==> config.mk <==
export PLATFORM = sky130hd
export DESIGN_NAME = booth_divider_seq
export DESIGN_NICKNAME = d
export VERILOG_FILES = /design/src/rtl/booth_divider_seq.sv
export SDC_FILE = /design/constraint.sdc
export NUM_CORES = 1
export LEC_CHECK = 0
export CORE_MARGIN = 5
export CORE_UTILIZATION = 50
export DETAILED_ROUTE_END_ITERATION = 10
export PLACE_DENSITY_LB_ADDON = 0.2
export SKIP_LAST_GASP = 1
export SYNTH_ARGS = -nofsm -noshare
export SYNTH_HDL_FRONTEND = slang
export SYNTH_SLANG_ARGS = --single-unit
==> constraint.sdc <==
create_clock -name clk -period 2.1 [get_ports clk]
set_input_delay 0.63 -clock clk [delete_from_list [all_inputs] [get_ports clk]]
set_output_delay 0.63 -clock clk [all_outputs]
set_load 0.05 [all_outputs]
==> src/rtl/booth_divider_seq.sv <==
// Iterative signed divider: radix-2 non-restoring division on operand magnitudes,
// then remainder correction and sign fix-up. Optional flags under BOOTH_DIV_FLAGS_EN.
module booth_divider_seq #(
  parameter int N = 4
) (
  input  logic         clk,
  input  logic         rst,
  input  logic         start,
  input  logic [N-1:0] Q,
  input  logic [N-1:0] M,
  output logic         busy,
  output logic         done,
  output logic [N-1:0] quotient,
  output logic [N-1:0] remainder
`ifdef BOOTH_DIV_FLAGS_EN
  ,
  output logic         dbz,
  output logic         ovf
`endif
);

  localparam int CW = $clog2(N + 1);

  typedef enum logic [1:0] {
    S_IDLE = 2'd0,
    S_ITER = 2'd1,
    S_FIX  = 2'd2
  } state_t;

  state_t        state_q;
  logic [N:0]    a_q;
  logic [N-1:0]  qr_q;
  logic [N-1:0]  m_abs_q;
  logic          sq_q;
  logic          sm_q;
  logic          dbz_pend_q;
  logic [CW-1:0] cnt_q;
  logic          busy_q;
  logic          done_q;
  logic [N-1:0]  quot_q;
  logic [N-1:0]  rem_q;
`ifdef BOOTH_DIV_FLAGS_EN
  logic          ovf_pend_q;
  logic          dbz_q;
  logic          ovf_q;
`endif

  logic [N:0]   m_ext;
  logic [N:0]   a_sh;
  logic [N:0]   a_step_d;
  logic [N-1:0] qr_step_d;
  logic [N:0]   a_fix;
  logic [N-1:0] q_abs_d;
  logic [N-1:0] m_abs_d;
  logic [N-1:0] quot_d;
  logic [N-1:0] rem_d;
  logic         ovf_in;

  // NOTE: every signal gets a default at the top of always_comb so no path
  // leaves one unassigned, which would otherwise infer a latch.
  always_comb begin
    m_ext     = {1'b0, m_abs_q};
    a_sh      = {a_q[N-1:0], qr_q[N-1]};
    a_step_d  = a_q[N] ? (a_sh + m_ext) : (a_sh - m_ext);
    qr_step_d = {qr_q[N-2:0], ~a_step_d[N]};
    a_fix     = a_q[N] ? (a_q + m_ext) : a_q;
    q_abs_d   = Q[N-1] ? (~Q + 1'b1) : Q;
    m_abs_d   = M[N-1] ? (~M + 1'b1) : M;
    ovf_in    = (Q == {1'b1, {(N-1){1'b0}}}) && (M == {N{1'b1}});
    quot_d    = (sq_q ^ sm_q) ? (~qr_q + 1'b1) : qr_q;
    rem_d     = sq_q ? (~a_fix[N-1:0] + 1'b1) : a_fix[N-1:0];
    // Divide by zero: qr_q still holds |Q|, so the dividend is rebuilt from it.
    if (dbz_pend_q) begin
      quot_d = {N{1'b1}};
      rem_d  = sq_q ? (~qr_q + 1'b1) : qr_q;
    end
  end

  // NOTE: sequential state uses non-blocking assignments only, so every
  // register samples the pre-edge values regardless of statement order.
  always_ff @(posedge clk or posedge rst) begin
    if (rst) begin
      state_q    <= S_IDLE;
      a_q        <= '0;
      qr_q       <= '0;
      m_abs_q    <= '0;
      sq_q       <= 1'b0;
      sm_q       <= 1'b0;
      dbz_pend_q <= 1'b0;
      cnt_q      <= '0;
      busy_q     <= 1'b0;
      done_q     <= 1'b0;
      quot_q     <= '0;
      rem_q      <= '0;
`ifdef BOOTH_DIV_FLAGS_EN
      ovf_pend_q <= 1'b0;
      dbz_q      <= 1'b0;
      ovf_q      <= 1'b0;
`endif
    end else begin
      case (state_q)
        S_IDLE: begin
          done_q <= 1'b0;
          if (start) begin
            sq_q       <= Q[N-1];
            sm_q       <= M[N-1];
            qr_q       <= q_abs_d;
            m_abs_q    <= m_abs_d;
            a_q        <= '0;
            cnt_q      <= '0;
            busy_q     <= 1'b1;
            dbz_pend_q <= (M == '0);
`ifdef BOOTH_DIV_FLAGS_EN
            ovf_pend_q <= ovf_in;
`endif
            state_q    <= (M == '0) ? S_FIX : S_ITER;
          end
        end
        S_ITER: begin
          a_q   <= a_step_d;
          qr_q  <= qr_step_d;
          cnt_q <= cnt_q + 1'b1;
          if (cnt_q == CW'(N - 1)) state_q <= S_FIX;
        end
        S_FIX: begin
          quot_q  <= quot_d;
          rem_q   <= rem_d;
`ifdef BOOTH_DIV_FLAGS_EN
          dbz_q   <= dbz_pend_q;
          ovf_q   <= ovf_pend_q;
`endif
          done_q  <= 1'b1;
          busy_q  <= 1'b0;
          state_q <= S_IDLE;
        end
        default: state_q <= S_IDLE;
      endcase
    end
  end

  assign busy      = busy_q;
  assign done      = done_q;
  assign quotient  = quot_q;
  assign remainder = rem_q;
`ifdef BOOTH_DIV_FLAGS_EN
  assign dbz       = dbz_q;
  assign ovf       = ovf_q;
`endif

  // ovf_in is only consumed when the flags are built in.
  logic unused_ok;
  assign unused_ok = ovf_in;

endmodule
==> results.md <==
- In this run the cell area of the synthesized design comes to 0.00192 mm^2.
- The placed instance count is 279.
- Of all cell types, the one taking the most synthesized area is sky130_fd_sc_hd__dfrtp_1.
- Entering global routing, the biggest net connects 32 pins.
- The data arrival time of the worst path is 2.35 ns.
- The slew of the pin with the lowest slew margin is 0.484 ns.
- Net switching is 45.5% of the power.
- Counting instances in the post-synthesis netlist gives the leading cell types as sky130_fd_sc_hd__dfrtp_1, sky130_fd_sc_hd__inv_1, sky130_fd_sc_hd__nand2_1.
- In the synthesized netlist the dominant register cell turns out to be sky130_fd_sc_hd__dfrtp_1.
- For this block, the initial DRC count from the detailed router was 98.
- Clock latency on the worst-skew pair, taken at its later pin, is roughly 0.29 ns.
- The wire length of the first global-routing pass is 7630 um.
- The total routing resource utilization after global routing is 19.2%.
- The wire-length estimate of the detail-placed layout is 3430 um.
- The type of the tightest min-delay check is reg2reg.
- The number of global-route vias before repair is 1698.
- The setup TNS after final layout is -0.230 ns.
- The number of diodes added for antenna fixing is 0.
- The flow ran to the end, but the final reports show violations.
- The full die area is about 0.0052 mm^2.
- The share of post-route cells with drive strength above 1 is 23.6%.
- At the end of routability-driven placement, the weighted congestion stood at 0.881.
- The clock tree root buffer cell is sky130_fd_sc_hd__clkbuf_8.
- Input and output buffers added on the ports amount to 20.
- The areal power density over the cells is 1870 mW/mm^2.
- After synthesis, the mean cell area works out to 9.49 um^2.
- IR analysis of the VDD net gives a maximum drop of ~0.87 mV.
- For this run, the top clock speed supported by timing is roughly 460 MHz.
- The area growth from synthesis to layout is 25.4%.
- In this run, synthesis inferred 0 flip-flops with an integrated enable.
- On the worst path, the slowest cell contributes a delay of 0.49 ns.
- Max-cap violations in this run came to 0.
- TritonCTS built the clock tree.
- Summed over its instances, the top area cell type makes up 40.5% of the synthesized netlist area.
- The number of flip-flops and latches in the synthesized netlist is 31.
- The most common cell in the synthesized netlist is sky130_fd_sc_hd__dfrtp_1.
- The critical path goes through ha_4 > inv_2 > fa_1 > nand2_2 > o311ai_4 > xor2_1 > a2111o_1 > or3b_1.
- The critical path's slowest cell is sky130_fd_sc_hd__fa_1.
- The number of buffers inserted during clock tree synthesis is 5.
- The H-tree was split into 2 levels.
- The maximum fanout encountered on the critical timing path is 3.
- Of the total power, the clock network draws 9.9%.
- Among cell families on the critical path, the largest total delay comes from adder cells.
- The worst reg2reg path depth is 8.
- The final number of max-transition violations is 0.
- The clock period minus final worst setup slack is 2.18 ns.
- The final net count is 268.
- The clock net in this run drives a total of 31 sinks.
- The startpoint-to-endpoint class of the critical path is reg2reg.
- Pin placement for this block handled 21 I/O pins.
- After technology mapping, the gate count stands at 202.
- The final reports fail on negative setup slack.
- After detailed routing, the average wire length per cell comes to between 15 and 20 um.
- After synthesis, flip-flops and latches occupy 40.5% of the total area.
- The overflow left after global routing is 0.
- The total count of hold-check failures in the final report is 0.
- The internal power of the cells totals approximately 2400 uW.
- The worst path uses 104% of the clock period.
- In this run the horizontal extent of the chip is 71.9 um.
- The worst hold path passes through 2 cells.
- The post-route antenna net violation count is 0.
- Yosys printed 0 warnings.
- Setup slack on the critical path of the routed design comes to -0.0845 ns.
- The initial antenna violation count is 0.
- The number of iterations in the first detailed-routing pass is 4.
- In this run, distinct cell masters in the synthesized netlist total between 40 and 50.
- The post-detailed-route via-to-cell ratio is 5.59.
- Data on the critical path is required at its endpoint by roughly 2.3 ns.
- The wire length after detailed routing is ~4400 um.
- After detailed routing, the number of remaining DRC violations is 0.
- The number of buffers and inverters on the critical path is 1.
- For this design the total switching power over the nets is 2040 uW.
- Setup repair after global routing could not meet its margin everywhere.
- The maximum number of buffers from clock root to sink is 2.
- Sequential cells burn 27.1% of the power.
- Per report_power, the combinational group accounts for 63.1% of the total.
- The post-synth net total is 229.
- The number of vias after detailed routing is 1621.
- The startpoint class of the critical path is a flop.
- The number of cell rows is 22.
- The analysis attributes to cell leakage a power of 0.00117 uW.
- Total power for the finished layout comes to around 4500 uW.
- The setup-violating endpoint count in the final report is 3.
- The height of the chip is 71.9 um.
- The worst setup path is captured at a flop.
- The worst slew slack as a fraction of its limit is 67.6%.
- In the synthesized netlist the async set-or-reset flop fraction comes to 100%.
- The initial core utilization is 52.0%.
- The final-layout fill cell count is 320.
- The clock transition at the register clock pins on the worst setup and hold paths after CTS is about 0.06 ns.
- The standard cell core area is 0.00369 mm^2.
- In the post-synthesis netlist, the biggest area contributors are sky130_fd_sc_hd__dfrtp_1, sky130_fd_sc_hd__ha_1, sky130_fd_sc_hd__inv_1.
- The total number of cells along the worst setup path is 8.
- On the final layout, the worst clock skew is 0.00635 ns.
- After the flow finishes, the layout carries non-filler instances totaling 290.
==> power by group through the flow <==
stage / registers [uW] / logic (uW) / clock network [uW]
final: 1210 / 2830 / 443
after floorplan: 1400 / 1650 / 0
after CTS: 1210 / 2710 / 456
after detailed placement: 1220 / 2630 / 0
after global routing: 1260 / 3160 / 482
after global placement: 1200 / 2520 / 0
==> final timing paths <==
path	start	end	slack, ns
max in group asynchronous	rst	m_abs_q[0]	1.06
setup / recovery	m_abs_q[0]	remainder[3]	-0.08
hold / removal	cnt_q[2]	cnt_q[2]	0.48
hold reg to reg	cnt_q[2]	cnt_q[2]	0.48
min in group asynchronous	rst	cnt_q[2]	0.73
setup reg to reg	m_abs_q[0]	remainder[3]	-0.08
==> layout by cell type (no fill, tap or decap), drive strengths merged, types with 2 or more instances in the layout <==
| master | netlist | layout |
|---|---|---|
| ha | 14 | 14 |
| nor3 | 4 | 4 |
| mux2i | 4 | 4 |
| a21o | 3 | 3 |
| xnor2 | 5 | 5 |
| a22o | 3 | 3 |
| nand2 | 22 | 22 |
| o22ai | 4 | 4 |
| dfrtp | 31 | 31 |
| o21ai | 16 | 16 |
| nand2b | 2 | 2 |
| or3 | 2 | 2 |
| clkdlybuf4s50 | 0 | 10 |
| mux2 | 4 | 4 |
| a32oi | 3 | 3 |
| nor2 | 16 | 16 |
| xor2 | 6 | 6 |
| clkbuf | 3 | 7 |
| buf | 4 | 29 |
| inv | 22 | 22 |
| a21oi | 14 | 14 |
| fa | 2 | 2 |
==> worst register-to-register path: cells and delay by family, from the launching register on <==
kind | cells | cell delay [ns]
AOI/OAI and AO/OA | 2 | 0.37
xor gates and xnor gates | 1 | 0.20
adders and majority gates | 2 | 0.64
buffers and inverters | 1 | 0.03
DFF | 1 | 0.41
and+or+nand+nor | 2 | 0.42
==> area by class of cell <==
| class | instances | area (um^2) | share of cell area [%] |
|---|---|---|---|
| clock buffer | 7 | 76.3 | 3.18 |
| tap | 48 | 60.1 | 2.50 |
| multi-input combinational | 142 | 1080 | 45.1 |
| inverter | 22 | 82.6 | 3.44 |
| timing repair buffer | 39 | 318 | 13.2 |
| clock inverter | 1 | 5.00 | 0.208 |
| sequential | 31 | 778 | 32.4 |
==> repair_timing <==
action	in CTS	in global routing
buffers inserted	1	2
pin swaps	2	3
setup endpoints to repair	4	6
gates resized for setup	4	6
hold buffers	0	0
==> registers in the layout, summed over array words and instances, names as in the netlist <==
signal	flops
a_q	5
m_abs_q	4
qr_q	4
quotient	4
remainder	4
cnt_q	3
state_q	2
busy	1
dbz_pend_q	1
done	1
sm_q	1
sq_q	1
==> per-stage QoR <==
step                      instance area (um^2)  util (%)  worst slack (ns)  hold slack (ns)
after floorplan                           1940         -           -0.0537            0.450
after global placement                    2260      61.2           -0.0737            0.463
after detailed placement                  2260      61.2            -0.129            0.469
after CTS                                 2350      63.7            -0.137            0.483
after global routing                      2400      65.2            -0.196            0.500
final                                     2400      65.2           -0.0845            0.479
==> logic make-up (layout without fill, tap and decap cells) <==
kind of cell             count (synthesis)  after routing  share of synthesized area, %
AND/OR/NAND/NOR                         53             53                          12.7
AO/OA/AOI/OAI                           52             52                          17.6
flip-flops                              31             31                          40.5
buffers and inverters                   29             69                          6.20
adder cells (fa/ha/maj)                 16             16                          11.2
XOR/XNOR                                12             12                          6.20
multiplexers                             9              9                          5.61
==> routing by layer <==
| layer | vias to the layer above | GRT usage, % | part of all wire [%] |
|---|---|---|---|
| met4 | 0 | 7.52 | 1.9 |
| met2 | 31 | 32.6 | 51 |
| met3 | 8 | 4.29 | 3.4 |
| li1 | 780 | - | - |
| met1 | 802 | 23.7 | 44 |
| met5 | - | 0 | 0 |
(Power assumes the default switching activity.)
==> edit, RTL diff (config.mk and constraints unchanged) <==
The 3 states of `state_t` get a one-hot encoding in 3 bits.
--- a/src/rtl/booth_divider_seq.sv
+++ b/src/rtl/booth_divider_seq.sv
@@ -22,8 +22,8 @@
   localparam int CW = $clog2(N + 1);
 
-  typedef enum logic [1:0] {
-    S_IDLE = 2'd0,
-    S_ITER = 2'd1,
-    S_FIX  = 2'd2
+  typedef enum logic [2:0] {
+    S_IDLE = 3'b001,
+    S_ITER = 3'b010,
+    S_FIX  = 3'b100
   } state_t;
 
Formal check against the unedited RTL: no difference found for any inputs over 10 cycles, from zero or initial values and one cycle with rst high; not proved beyond that.
==> edit against the original RTL <==
- utilization decreased by 1.8 points
- sequential cell count increased by 1
- largest cell class unchanged
- non-clock buffer count unchanged
- power decreased by 7.2%
- area after synthesis increased by 5.5%
- critical path depth unchanged
- worst setup slack improved by 0.11 ns
- final area increased by 4.7%
- synthesized cell count increased by 7.9%
- wire length increased by 0.11%
==> edit: results (changes against the original RTL) <==
| Quantity | Value | Unit | vs unedited |
|:---|:---|:---|:---|
| Run status | finished clean | - |  |
| Global-route track usage on met2 | 0.285 | - | -0.0401 |
| Wire length per cell after detailed routing | 14.5 | µm | -4.8% |
| Cell area after placement | 2310 | µm² | +2.3% |
| Fraction of the yosys area taken by sequential cells | 0.396 | - | -0.00829 |
| Data arrival time at the worst-slack endpoint | 2.26 | ns | -0.09 ns |
| Shortest clock period the worst path allows after layout | 2.08 | ns | -0.107 ns |
| Worst Min Path Start | remainder[0]$_DFFE_PP0P_ | - |  |
| Wirelength, routed | 4.42 | mm | +0.11% |
| Final number of setup-violating endpoints | 0 | - | -3 |
| Fraction of final layout cells with drive strength greater than 1 | 0.224 | - | -0.0120 |
| Slew headroom | 0.709 | - | +0.0330 |
| Via count | 1639 | - | +1.1% |
| Met1 track demand over resource in global routing | 0.247 | - | +0.00957 |
| Worst min-delay path endpoint | remainder[0]$_DFFE_PP0P_ | - |  |
| First-pass GRT wire length | 7.57 | mm | -0.81% |
| Post-Place Worst Slack | -0.0539 | ns | +0.0753 ns |
| Critical path's largest stage delay | 0.42 | ns | -0.07 ns |
| Static leakage | 0.00119 | µW | +2.3% |
| Largest net degree at the start of global routing | 33 | - | +3.1% |
| Combinational group power | 2330 | µW | -18% |
| Post-Layout Inst Area | 2520 | µm² | +4.7% |
| Most numerous cell types in the synthesized netlist | 31 x dfrtp_1, 31 x nand2_1, 17 x nor2_1, 14 x ha_1 | - |  |
| Final nets | 281 | - | +4.9% |
| Portion of total power attributed to the clock network | 0.157 | - | +0.058 |
| Number of setup buffers added after CTS | 2 | - | +1 |
| Nets in the synthesized netlist | 245 | - | +7.0% |
[edit: cell types whose count changed in the layout (fill, tap and decap cells not counted), sizes merged, moves of 4 or more]
cell	change
o22a	+4
inv	-9
nand3	+8
o22ai	-4
xnor2	+4
nand2	+9
[edit: kinds of logic after synthesis]
| group | Yosys count | share of synthesized area |
|---|---|---|
| AO/OA/AOI/OAI | 46 | 0.147 |
| XOR/XNOR | 17 | 0.0773 |
| flip-flops | 32 | 0.396 |
| AND/OR/NAND/NOR | 79 | 0.190 |
| buffers and inverters | 23 | 0.0575 |
| adder cells (fa/ha/maj) | 16 | 0.106 |
| multiplexers | 5 | 0.0254 |
[edit: layout make-up]
type	count	area, µm²
inverter	13	48.8
clock inverter	1	30.0
fill	346	1450
timing repair buffer	39	318
clock buffer	7	96.3
multi-input combinational	163	1160
sequential	32	802
tap	50	62.6
